## config.mk

```make
export PLATFORM = sky130hd
export DESIGN_NAME = mem_seq_ctrl_flat
export DESIGN_NICKNAME = d
export VERILOG_FILES = /design/src/rtl/mem_seq_ctrl_if.sv /design/src/rtl/mem_seq_ctrl.sv /design/src/flat_wrapper.sv
export SDC_FILE = /design/constraint.sdc
export NUM_CORES = 1
export LEC_CHECK = 0
export CORE_AREA = 8 8 45 47
export CTS_CLUSTER_DIAMETER = 120
export DETAILED_ROUTE_END_ITERATION = 10
export DIE_AREA = 0 0 53 55
export PLACE_DENSITY = 0.76
export SLEW_MARGIN = 0
export SYNTH_ARGS = -nofsm -noshare
export SYNTH_HDL_FRONTEND = slang
export SYNTH_SLANG_ARGS = --single-unit
```

## constraint.sdc

```tcl
create_clock -name Clk1 -period 3.1 [get_ports Clk1]
set_input_delay 0.62 -clock Clk1 [delete_from_list [all_inputs] [get_ports Clk1]]
set_output_delay 0.62 -clock Clk1 [all_outputs]
set_load 0.05 [all_outputs]
```

## src/rtl/mem_seq_ctrl_if.sv

```systemverilog
// Request/strobe bundle between the memory sequencer and its requesters/DRAM path.
interface mem_seq_ctrl_if;
    logic       fetch_req;
    logic       vec_req;
    logic       vec_wr;
    logic       setPC;
    logic       updateAddr;
    logic [3:0] inc_offset;
    logic       mem_rd;
    logic       mem_wr;
    logic [3:0] elem_idx;
    logic       fetch_ack;
    logic       vec_done;
    logic       vec_busy;

    modport master (
        output fetch_req, vec_req, vec_wr,
        input  setPC, updateAddr, inc_offset, mem_rd, mem_wr,
               elem_idx, fetch_ack, vec_done, vec_busy
    );

    modport slave (
        input  fetch_req, vec_req, vec_wr,
        output setPC, updateAddr, inc_offset, mem_rd, mem_wr,
               elem_idx, fetch_ack, vec_done, vec_busy
    );
endinterface

```

## src/rtl/mem_seq_ctrl.sv

```systemverilog
// Memory sequencer: arbitrates instruction fetch against vector load/store
// (round-robin on ties) and steps DRAM address/strobe control per element.
module mem_seq_ctrl #(
    parameter int unsigned VLEN = 8
) (
    input  logic          Clk1,
    input  logic          Reset,
    mem_seq_ctrl_if.slave bus
);

    typedef enum logic [2:0] {
        IDLE   = 3'd0,
        F_ADDR = 3'd1,
        F_ACC  = 3'd2,
        V_ADDR = 3'd3,
        V_ACC  = 3'd4
    } state_t;

    localparam logic [3:0] LAST_IDX = 4'(VLEN - 1);

    state_t     r_state;
    state_t     w_state_nxt;
    logic [3:0] r_idx;
    logic [3:0] w_idx_nxt;
    logic       r_vec_wr;
    logic       w_vec_wr_nxt;
    logic       r_last_vec;      // 1 = vector was the last requester served
    logic       w_last_vec_nxt;
    logic       w_grant_fetch;
    logic       w_grant_vec;

    // On a tie the requester not served last wins; a lone request always wins.
    assign w_grant_fetch = bus.fetch_req && (!bus.vec_req || r_last_vec);
    assign w_grant_vec   = bus.vec_req && (!bus.fetch_req || !r_last_vec);

    // State, element index, latched direction and arbitration history.
    always_ff @(posedge Clk1 or posedge Reset) begin
        if (Reset) begin
            r_state    <= IDLE;
            r_idx      <= '0;
            r_vec_wr   <= 1'b0;
            r_last_vec <= 1'b1;
        end else begin
            r_state    <= w_state_nxt;
            r_idx      <= w_idx_nxt;
            r_vec_wr   <= w_vec_wr_nxt;
            r_last_vec <= w_last_vec_nxt;
        end
    end

    // Next-state: requests are only looked at in IDLE.
    always_comb begin
        w_state_nxt    = r_state;
        w_idx_nxt      = r_idx;
        w_vec_wr_nxt   = r_vec_wr;
        w_last_vec_nxt = r_last_vec;
        case (r_state)
            IDLE: begin
                if (w_grant_fetch) begin
                    w_state_nxt    = F_ADDR;
                    w_last_vec_nxt = 1'b0;
                end else if (w_grant_vec) begin
                    w_state_nxt    = V_ADDR;
                    w_vec_wr_nxt   = bus.vec_wr;
                    w_idx_nxt      = '0;
                    w_last_vec_nxt = 1'b1;
                end
            end
            F_ADDR: w_state_nxt = F_ACC;
            F_ACC:  w_state_nxt = IDLE;
            V_ADDR: w_state_nxt = V_ACC;
            V_ACC: begin
                if (r_idx == LAST_IDX) begin
                    w_idx_nxt   = '0;
                    w_state_nxt = IDLE;
                end else begin
                    w_idx_nxt   = r_idx + 4'd1;
                    w_state_nxt = V_ADDR;
                end
            end
            default: w_state_nxt = IDLE;
        endcase
    end

    // Outputs decoded purely from registered state.
    always_comb begin
        bus.setPC      = 1'b0;
        bus.updateAddr = 1'b0;
        bus.inc_offset = '0;
        bus.mem_rd     = 1'b0;
        bus.mem_wr     = 1'b0;
        bus.elem_idx   = '0;
        bus.fetch_ack  = 1'b0;
        bus.vec_done   = 1'b0;
        bus.vec_busy   = 1'b0;
        case (r_state)
            F_ADDR: bus.setPC = 1'b1;
            F_ACC: begin
                bus.mem_rd    = 1'b1;
                bus.fetch_ack = 1'b1;
            end
            V_ADDR: begin
                bus.updateAddr = 1'b1;
                bus.inc_offset = r_idx;
                bus.vec_busy   = 1'b1;
            end
            V_ACC: begin
                bus.mem_rd   = !r_vec_wr;
                bus.mem_wr   = r_vec_wr;
                bus.elem_idx = r_idx;
                bus.vec_busy = 1'b1;
                bus.vec_done = (r_idx == LAST_IDX);
            end
            default: ;
        endcase
    end

endmodule

```

## src/flat_wrapper.sv

```systemverilog
// flat-port wrapper written by rule: the top's interface ports become plain ports
module mem_seq_ctrl_flat 
#(
    parameter int unsigned VLEN = 8
)
  (Clk1, Reset, bus_fetch_req, bus_vec_req, bus_vec_wr, bus_setPC, bus_updateAddr, bus_inc_offset, bus_mem_rd, bus_mem_wr, bus_elem_idx, bus_fetch_ack, bus_vec_done, bus_vec_busy);
  mem_seq_ctrl_if bus_i ();
  input  logic Clk1;
  input  logic Reset;
  input wire logic [$bits(bus_i.fetch_req)-1:0] bus_fetch_req;
  input wire logic [$bits(bus_i.vec_req)-1:0] bus_vec_req;
  input wire logic [$bits(bus_i.vec_wr)-1:0] bus_vec_wr;
  output wire logic [$bits(bus_i.setPC)-1:0] bus_setPC;
  output wire logic [$bits(bus_i.updateAddr)-1:0] bus_updateAddr;
  output wire logic [$bits(bus_i.inc_offset)-1:0] bus_inc_offset;
  output wire logic [$bits(bus_i.mem_rd)-1:0] bus_mem_rd;
  output wire logic [$bits(bus_i.mem_wr)-1:0] bus_mem_wr;
  output wire logic [$bits(bus_i.elem_idx)-1:0] bus_elem_idx;
  output wire logic [$bits(bus_i.fetch_ack)-1:0] bus_fetch_ack;
  output wire logic [$bits(bus_i.vec_done)-1:0] bus_vec_done;
  output wire logic [$bits(bus_i.vec_busy)-1:0] bus_vec_busy;
  assign bus_i.fetch_req = bus_fetch_req;
  assign bus_i.vec_req = bus_vec_req;
  assign bus_i.vec_wr = bus_vec_wr;
  assign bus_setPC = bus_i.setPC;
  assign bus_updateAddr = bus_i.updateAddr;
  assign bus_inc_offset = bus_i.inc_offset;
  assign bus_mem_rd = bus_i.mem_rd;
  assign bus_mem_wr = bus_i.mem_wr;
  assign bus_elem_idx = bus_i.elem_idx;
  assign bus_fetch_ack = bus_i.fetch_ack;
  assign bus_vec_done = bus_i.vec_done;
  assign bus_vec_busy = bus_i.vec_busy;
  mem_seq_ctrl #(.VLEN(VLEN)) u_core (.Clk1(Clk1), .Reset(Reset), .bus(bus_i));
endmodule
```

* Word level (Yosys, flattened, before mapping)
Index checks and enable logic that the tools add are counted.
Cells by class: $add $sub $neg 1, equality and inequality tests 8, multiplexer cells 19, bitwise operators 1, reductions and logical operators 15
Operators with widths (number):
- $mux W4 | 5
- $pmux W3 S4 | 1
- $mux W1 | 8
- $pmux W4 S2 | 1
- $eq A3 B2 Y1 const B | 2
- $mux W3 | 2
- $reduce_and A3 Y1 | 2
- $add A4 B1 Y4 const B | 1
- $eq A4 B3 Y1 const B | 1
- $logic_not A1 Y1 | 4
- $reduce_bool A2 Y1 | 2
- $eq A3 B1 Y1 const B | 1
- $eq A3 B3 Y1 const B | 1
- $logic_not A3 Y1 | 1
- $ne A3 B1 Y1 const B | 1
- $logic_and A1 B1 Y1 | 2
- $logic_or A1 B1 Y1 | 2
- $mux W2 | 1
- $ne A2 B1 Y1 const B | 1
- $ne A2 B2 Y1 const B | 1
- $pmux W1 S2 | 1
- $reduce_and A2 Y1 | 1
- $reduce_or A2 Y1 | 1
- $not A1 Y1 | 1
Word-level totals: register bits after elaboration 9, output and inout port bits 15, word-level logic and storage cells 48

* Longest topological paths before layout
Gate-level depths: netlist of the first run.
word-level depth 6, gate-level depth with buffers 4

* Least setup slack after synthesis of the first run
Ideal clock, no wire load.
kind flip-flop to output port, from reg u_core.r_state[2], to out bus_inc_offset[0], arrival 1956 ps, setup slack 524 ps, cell stages (with the launch flop) 5, buffers on the path 1, cell sequence dfrtp_1 buf_4 nand2b_1 nor2_1 and2_1
On the way: longest elaborated chain between the ends 2
Ends and longest elaborated chain:
- start: declaration | line mem_seq_ctrl.sv:21 | state_t r_state;
- start signal: assignment | line mem_seq_ctrl.sv:44 | r_state <= w_state_nxt;
- $eq A3 B2 Y1 | line mem_seq_ctrl.sv:96 | case (r_state)
- $mux W4 | line mem_seq_ctrl.sv:96
- end: declaration | line flat_wrapper.sv:15 | output wire logic [$bits(bus_i.inc_offset)-1:0] bus_inc_offset;
No other way between the ends.

* Worst setup path after layout of the first run
from reg u_core.r_state[2], to out bus_inc_offset[3]
The elaborated chain is that of the path after synthesis.

==> impl_metrics.ini, run 1 <==
[status]
status = finished clean

[setup_path]
r2r-end = u_core.r_idx[3]
slowest_stage = clkdlybuf4s50_1
cp_cell_sequence = nand2b_1, nor2_1, and2_1, clkdlybuf4s50_1
reg2reg_depth = 3
cp_max_fo = 9
worstReg2RegStart = u_core.r_state[2]
path_class = register to output port
cp_data_arrival_time_ns = 2.16
critPathMaxStageDelay_ns = 0.80
reg2reg_slack_ns = 1.64
required_ns = 2.48
startpoint_type = register
endpoint_kind = output port

[logic_synthesis]
synth_cell_types = 28
syn_area_um2 = 561
synth_cells = 58
synth_area_per_cell_um2 = 9.66
synth-seq-cells = 9
yosys_warnings = 0
ys_seq_area_share_pct = 40.4
syn_nets = 64

[cells_and_area]
area_growth_pct = 40.8
finalNonFillerCells = 96
nets = 87
fill_cells = 142
antenna_cells = 0
drive_gt1_share_pct = 11.3

[floorplan]
rows = 14
io-pin-count = 20
fp.dieH_um = 55
core-area_mm2 = 0.00138
die_w_um = 53
die_area_mm2 = 0.00292
start_util_pct = 40.5

[clock_network]
htreeDepth = 1
clkTransAtPathRegs_ns = 0.07
cts_setup_buffers = 0
numCtsBuffers = 3
clkLatencyLatePin_ns = 0.26
cts_tree = yes
cts-root-buf = clkbuf_4
clock-sinks = 9
clockBufferDepth = 2
cts_resized = 0
ctsHoldBuffers = 0

[sta]
finClkSkew_ns = 0.00695
rsz0062_at_grt = false
clock.fmax_ghz = 0.360
worst_slew_pin_slew_ns = 0.504
hold_viol_final = 0
period_needed_ns = 2.78
fin_setup_tns_ns = 0
holdWs_ns = 0.539
setup_viol = 0
fin_crit_sh_pct = 89.7
max_slew_margin_pct = 66.3
fin_ws_ns = 0.318
drv_slew = 0

[grt]
grt_max_degree = 10
track_usage_pct = 9.76
overflow = 0
grt_pass1_wl_um = 2130
met1_usage_pct = 12.1
use_met2_pct = 15.2
first_global_vias = 465
grt-busiest-layer = met2
antenna_found_initial = 0
met3_usage_pct = 1.60

[power_and_ir_drop]
finalPower_uw = 702
ir_worst_vdd_mv = 0.362
power_per_cell_area_mw_per_mm2 = 890
leakagePower_uw = 0.000330

[placement]
io_buffers = 19
dp_cells = 92
pre_cts_slack_ns = 0.585
dp_hpwl_um = 1020
gp_congestion = 0.809

[route]
drt_first_pass_iters = 2
ant_nets = 0
vias = 489
drt-total-wl_um = 1300
drc_errors = 0
first_iter_violations = 2
drt-wirelength-per-cell_um = 13.5
vias_per_cell = 5.09

[hold_path]
min-delay-start = u_core.r_last_vec
holdCritPathClass = register to register
hold_depth = 1
hold-path-endpoint = u_core.r_last_vec

[flow_run]
cap_violations = 0
==> per-layer routing <==
layer,up-vias,share of wire (%),wire length (um)
met3,5,4.4,57
met5,-,0,0
li1,254,-,-
met1,220,46,600
met4,0,2.6,34
met2,10,47,606
==> worst max-delay path by stage <==
| stage | from | endpoint | slack (ns) |
|---|---|---|---|
| 2_1_floorplan | u_core.r_state[2] | bus_inc_offset[0] | 0.52 |
| 3_3_place_gp | u_core.r_state[2] | bus_inc_offset[2] | 0.63 |
| 3_5_place_dp | u_core.r_state[2] | bus_inc_offset[3] | 0.58 |
| 4_1_cts | u_core.r_state[2] | bus_inc_offset[3] | 0.30 |
| 5_1_grt | u_core.r_state[2] | bus_inc_offset[2] | 0.18 |
| 6_report | u_core.r_state[2] | bus_inc_offset[3] | 0.32 |
==> placed cells by master (no fill, tap or decap), types with 3 or more instances in the layout <==
master           count
a21oi_1              5
clkbuf_4             3
clkdlybuf4s50_1     19
nor2_1               5
and2_1               9
dfrtp_1              8
==> synth_stat cells <==
library cell  count  area share, %
or3b_4            1            2.0
mux2_2            1            2.0
a2111oi_4         1            4.9
dfrtp_1           8             36
nand3_1           1           0.89
and3b_1           1            1.6
a31oi_1           1            1.1
o22ai_1           1            1.1
nand3b_1          1            1.3
o21ai_0           2            1.8
nand2_1           2            1.3
nor2_1            5            3.3
nor3b_2           1            2.2
ha_1              1            2.2
and3_1            1            1.1
a21oi_1           5            4.5
buf_4             2            2.7
a22o_1            1            1.6
and2_1            9             10
dfstp_2           1            4.7
a211o_1           1            1.6
o31ai_1           1            1.3
o21a_1            2            2.7
o21bai_1          1            1.3
nand2b_1          1            1.1
inv_1             2            1.3
a21boi_0          2            2.7
nor3_1            2            1.8
==> cell families (layout without fill, tap and decap cells) <==
group / count (synthesis) / count (layout) / share of synthesized area, %
AOI/OAI and AO/OA: 18 / 18 / 24.6
adders and majority gates: 1 / 1 / 2.23
buffers and inverters: 4 / 26 / 4.02
DFF: 9 / 9 / 40.4
muxes: 1 / 1 / 2.01
and+or+nand+nor: 25 / 25 / 26.8
==> registers in the layout, indices dropped and copies added (netlist names) <==
signal,flops
u_core.r_last_vec,1
u_core.r_state,3
u_core.r_vec_wr,1
u_core.r_idx,4
==> cell type report <==
cell class,count,area (um^2),share of cell area [%]
repair buffers,20,198,25.0
clock buffers,4,26.3,3.33
multi-input cells,45,312,39.5
well taps,16,20.0,2.54
inverters,2,7.51,0.951
flip-flops and latches,9,226,28.7
==> per-stage QoR <==
stage / area [um^2] / util, %
detailed placement: 763 / 55.2
floorplan: 561 / -
CTS: 790 / 57.1
global route: 790 / 57.1
global placement: 763 / 55.2
finish: 790 / 57.1
==> critical path: cells and delay by family, from the launching register on <==
kind                   cells  cell delay, ns
buffers and inverters      1            0.80
and+or+nand+nor            3            0.63
DFF                        1            0.46
==> power by group <==
| part | switching [uW] | leakage, uW | internal (uW) |
|---|---|---|---|
| clock | 43.2 | 0.0000150 | 49.7 |
| sequential | 64.4 | 0.000114 | 165 |
| combinational | 238 | 0.000201 | 142 |
Note: power is estimated with default switching activity, not from simulation.
==> inputs of run 2 (changes only) <==
- CELL_PAD_IN_SITES_DETAIL_PLACEMENT: default -> 1
- CELL_PAD_IN_SITES_GLOBAL_PLACEMENT: default -> 2
- CORE_AREA: 8 8 45 47 -> default
- CORE_MARGIN: default -> 8
- CORE_UTILIZATION: default -> 26
- DIE_AREA: 0 0 53 55 -> default
- PLACE_DENSITY: 0.76 -> default
- PLACE_DENSITY_LB_ADDON: default -> 0.1
==> run 2 against run 1 <==
Against the previous run:
- sequential share of layout area down 0.54 points
- maximum frequency is 0.60% lower
- sequential cell count unchanged
- clock power shrank 2.8%
- die area grew 34%
- largest cell class unchanged
- wire length grew 18%
- final cell count up 13%
- sequential power hardly changed
- first-iteration DRC count rose to 4.5 times the previous value
- clock-buffer cell count stayed put
==> impl_metrics.ini, run 2 (synthesis results as in run 1) <==
[route]
first_iter_violations = 9
drc_errors = 0
vias = 508
drt_first_pass_iters = 4
drt-wirelength-per-cell_um = 14.1
drt-total-wl_um = 1530
ant_nets = 0
vias_per_cell = 4.70

[clock_network]
cts_tree = yes
cts_setup_buffers = 0
cts-root-buf = clkbuf_4
clkTransAtPathRegs_ns = 0.06
htreeDepth = 1
clockBufferDepth = 2
cts_resized = 0
clock-sinks = 9
ctsHoldBuffers = 0
numCtsBuffers = 3
clkLatencyLatePin_ns = 0.25

[grt]
grt_max_degree = 10
antenna_found_initial = 0
overflow = 0
first_global_vias = 512
grt_pass1_wl_um = 2660
track_usage_pct = 8.26

[sta]
worst_slew_pin_slew_ns = 0.513
setup_viol = 0
finClkSkew_ns = 0.00147
period_needed_ns = 2.80
drv_slew = 0
rsz0062_at_grt = false
fin_ws_ns = 0.302
max_slew_margin_pct = 65.7
holdWs_ns = 0.551
clock.fmax_ghz = 0.357
hold_viol_final = 0
fin_setup_tns_ns = 0
fin_crit_sh_pct = 90.3

[power_and_ir_drop]
leakagePower_uw = 0.000330
ir_worst_vdd_mv = 0.386
finalPower_uw = 710
power_per_cell_area_mw_per_mm2 = 882

[floorplan]
io-pin-count = 20
rows = 17
start_util_pct = 26.4
core-area_mm2 = 0.00213
die_w_um = 62.4
die_area_mm2 = 0.00390
fp.dieH_um = 62.4

[setup_path]
cp_max_fo = 7
required_ns = 2.48
cp_data_arrival_time_ns = 2.18
path_class = register to output port
startpoint_type = register
endpoint_kind = output port

[cells_and_area]
layout_commonest_cell = clkdlybuf4s50_1
area_growth_pct = 43.5
largest_register = u_core.r_idx
largestRegisters = u_core.r_idx x4, u_core.r_state x3
largest_reg_flops = 4
drive_gt1_share_pct = 11.3
nets = 87
antenna_cells = 0
finalNonFillerCells = 108
final_cell_mix = clkdlybuf4s50_1 (19), and2_1 (9), dfrtp_1 (8)

[placement]
pre_cts_slack_ns = 0.551
dp_hpwl_um = 1230
io_buffers = 19
gp_congestion = 0.731
dp_cells = 104

[flow_run]
cap_violations = 0

[hold_path]
holdCritPathClass = register to register

[status]
status = finished clean
run 2: layout make-up:
| cell class | count | area, um^2 |
|---|---|---|
| timing repair buffer | 20 | 198 |
| sequential | 9 | 226 |
| inverter | 2 | 7.51 |
| tap | 28 | 35.0 |
| multi-input combinational | 45 | 312 |
| clock buffer | 4 | 26.3 |
| fill | 252 | 1320 |
run 2: critical path, stage by stage (launching register included):
cell	delay, ns
dfrtp_1	0.46
or3b_4	0.46
o22ai_1	0.17
clkdlybuf4s50_1	0.83
run 2: power breakdown:
part	total (uW)	internal [uW]	switching, uW
Sequential	233	165	67.8
Combinational	387	141	245
Clock	90.2	49.6	40.6
run 2: through the flow:
stage                     utilization, %  area (um^2)
after floorplan                        -          561
after global placement              36.6          778
after detailed placement            36.6          778
after CTS                           37.8          805
after global routing                37.8          805
final                               37.8          805
run 2: routing by layer:
layer | share of wire (%) | track usage, % | routed length, um | up-vias
met2 | 41 | 11.5 | 633 | 16
met3 | 7.9 | 3.58 | 120 | 2
met1 | 49 | 10.8 | 752 | 237
met5 | 0 | 0 | 0 | -
li1 | - | - | - | 253
met4 | 1.4 | 3.42 | 21 | 0
run 2: path summary, 6_finish.rpt:
check	startpoint	endpoint	slack [ns]	cells past startpoint
max reg2reg	u_core.r_state[1]	u_core.r_idx[3]	1.66	3
min reg2reg	u_core.r_last_vec	u_core.r_last_vec	0.55	2
max in group asynchronous	Reset	u_core.r_last_vec	2.18	2
min in group asynchronous	Reset	u_core.r_idx[3]	0.62	2
min	u_core.r_last_vec	u_core.r_last_vec	0.55	2
max	u_core.r_state[1]	bus_mem_rd	0.30	3
==> inputs of run 3 (changes only) <==
- CORE_ASPECT_RATIO: default -> 0.7
- CTS_CLUSTER_DIAMETER: 120 -> 100
- SLEW_MARGIN: 0 -> 25
==> run 3 against run 2 <==
Against the previous run:
- core utilization increased by 0.21 points
- maximum frequency increased by 0.25%
- critical endpoint unchanged
- first-iteration DRC count rose by 67%
- clock skew about the same
- sequential power is essentially flat
- worst hold slack got worse by 0.022 ns
- largest cell class unchanged
- critical path depth is the same
==> impl_metrics.ini, run 3 (synthesis results as in run 1) <==
[status]
status = finished clean

[hold_path]
min-delay-start = u_core.r_last_vec
holdCritPathClass = register to register
hold-path-endpoint = u_core.r_last_vec
hold_depth = 2

[grt]
first_global_vias = 507
antenna_found_initial = 0
grt_max_degree = 10
overflow = 0
track_usage_pct = 8.30
grt_pass1_wl_um = 2480

[setup_path]
startpoint_type = register
cp_cell_sequence = or3b_4, o22ai_1, clkdlybuf4s50_1
r2r-end = u_core.r_idx[3]
endpoint_kind = output port
slowest_stage = clkdlybuf4s50_1
reg2reg_slack_ns = 1.65
cp_max_fo = 7
path_class = register to output port
worstReg2RegStart = u_core.r_state[1]
cp_data_arrival_time_ns = 2.17
reg2reg_depth = 3
required_ns = 2.48
critPathMaxStageDelay_ns = 0.83

[power_and_ir_drop]
finalPower_uw = 706
power_per_cell_area_mw_per_mm2 = 883
leakagePower_uw = 0.000330
ir_worst_vdd_mv = 0.316

[route]
drt-wirelength-per-cell_um = 14.2
ant_nets = 0
vias_per_cell = 4.87
drt_first_pass_iters = 4
drc_errors = 0
vias = 506
first_iter_violations = 15
drt-total-wl_um = 1480

[sta]
hold_viol_final = 0
fin_setup_tns_ns = 0
max_slew_margin_pct = 65.4
finClkSkew_ns = 0.00181
period_needed_ns = 2.79
drv_slew = 0
fin_ws_ns = 0.309
fin_crit_sh_pct = 90.0
clock.fmax_ghz = 0.358
setup_viol = 0
worst_slew_pin_slew_ns = 0.514
rsz0062_at_grt = false

[cells_and_area]
postLayoutCoreUtil_pct = 38.0
area_growth_pct = 42.6
final_area_um2 = 800
nets = 87
final_cell_mix = clkdlybuf4s50_1 (19), and2_1 (9), dfrtp_1 (8)
largestRegisters = u_core.r_idx x4, u_core.r_state x3
drive_gt1_share_pct = 11.3
layout_commonest_cell = clkdlybuf4s50_1
largest_reg_flops = 4
largest_register = u_core.r_idx
antenna_cells = 0

[floorplan]
rows = 14
fp.dieH_um = 54.8
die_area_mm2 = 0.00392
io-pin-count = 20
die_w_um = 71.5
start_util_pct = 26.7
core-area_mm2 = 0.00210

[placement]
dp_hpwl_um = 1170
gp_congestion = 0.725
io_buffers = 19
pre_cts_slack_ns = 0.588
post_dp_cell_area_um2 = 773

[clock_network]
clockBufferDepth = 2
htreeDepth = 1
ctsHoldBuffers = 0
clkLatencyLatePin_ns = 0.25
cts_setup_buffers = 0
numCtsBuffers = 3
cts_tree = yes
clock-sinks = 9
cts_resized = 0
cts-root-buf = clkbuf_4
clkTransAtPathRegs_ns = 0.06

[flow_run]
cap_violations = 0
## run 3: cell counts in the layout (fill, tap and decap cells not counted)
No cell type changed its count.
## run 3: report_power, final
group | internal (uW) | leakage (uW) | switching [uW]
logic | 141 | 0.000201 | 243
clock network | 49.4 | 0.0000150 | 38.5
registers | 165 | 0.000114 | 69.1
## run 3: per-layer routing
metal / vias up / GRT usage [%] / part of all wire, %
met5: - / 0 / 0
met4: 0 / 2.02 / 0.54
met3: 2 / 5.48 / 11
met2: 18 / 11.5 / 39
met1: 235 / 10.3 / 50
li1: 251 / - / -
## run 3: final cells by class
type | count | area, um^2
clock buffer | 4 | 26.3
inverter | 2 | 7.51
multi-input combinational | 45 | 312
sequential | 9 | 226
tap | 24 | 30.0
timing repair buffer | 20 | 198
fill | 254 | 1300
## run 3: how the worst max path moves through the flow
stage / slack (ns) / start / end / cells after the start
final: 0.31 / u_core.r_state[1] / bus_mem_rd / 3
after global routing: 0.18 / u_core.r_state[2] / bus_inc_offset[0] / 4
after CTS: 0.30 / u_core.r_state[1] / bus_mem_rd / 3
after detailed placement: 0.59 / u_core.r_state[1] / bus_mem_rd / 3
after global placement: 0.59 / u_core.r_state[1] / bus_mem_rd / 3
after floorplan: 0.52 / u_core.r_state[2] / bus_inc_offset[0] / 4
## run 3: metrics by stage
| stage | hold slack, ns | std cells |
|---|---|---|
| 2_1_floorplan | 0.447 | 58 |
| 3_3_place_gp | 0.515 | 100 |
| 3_5_place_dp | 0.528 | 100 |
| 4_1_cts | 0.532 | 104 |
| 5_1_grt | 0.569 | 104 |
| 6_report | 0.529 | 104 |
## run 3: worst max-delay path: cells and delay by family (launching register included)
family / cells / cell delay, ns
compound gates: 1 / 0.15
buf+inv: 1 / 0.83
flops: 1 / 0.46
simple gates: 1 / 0.47
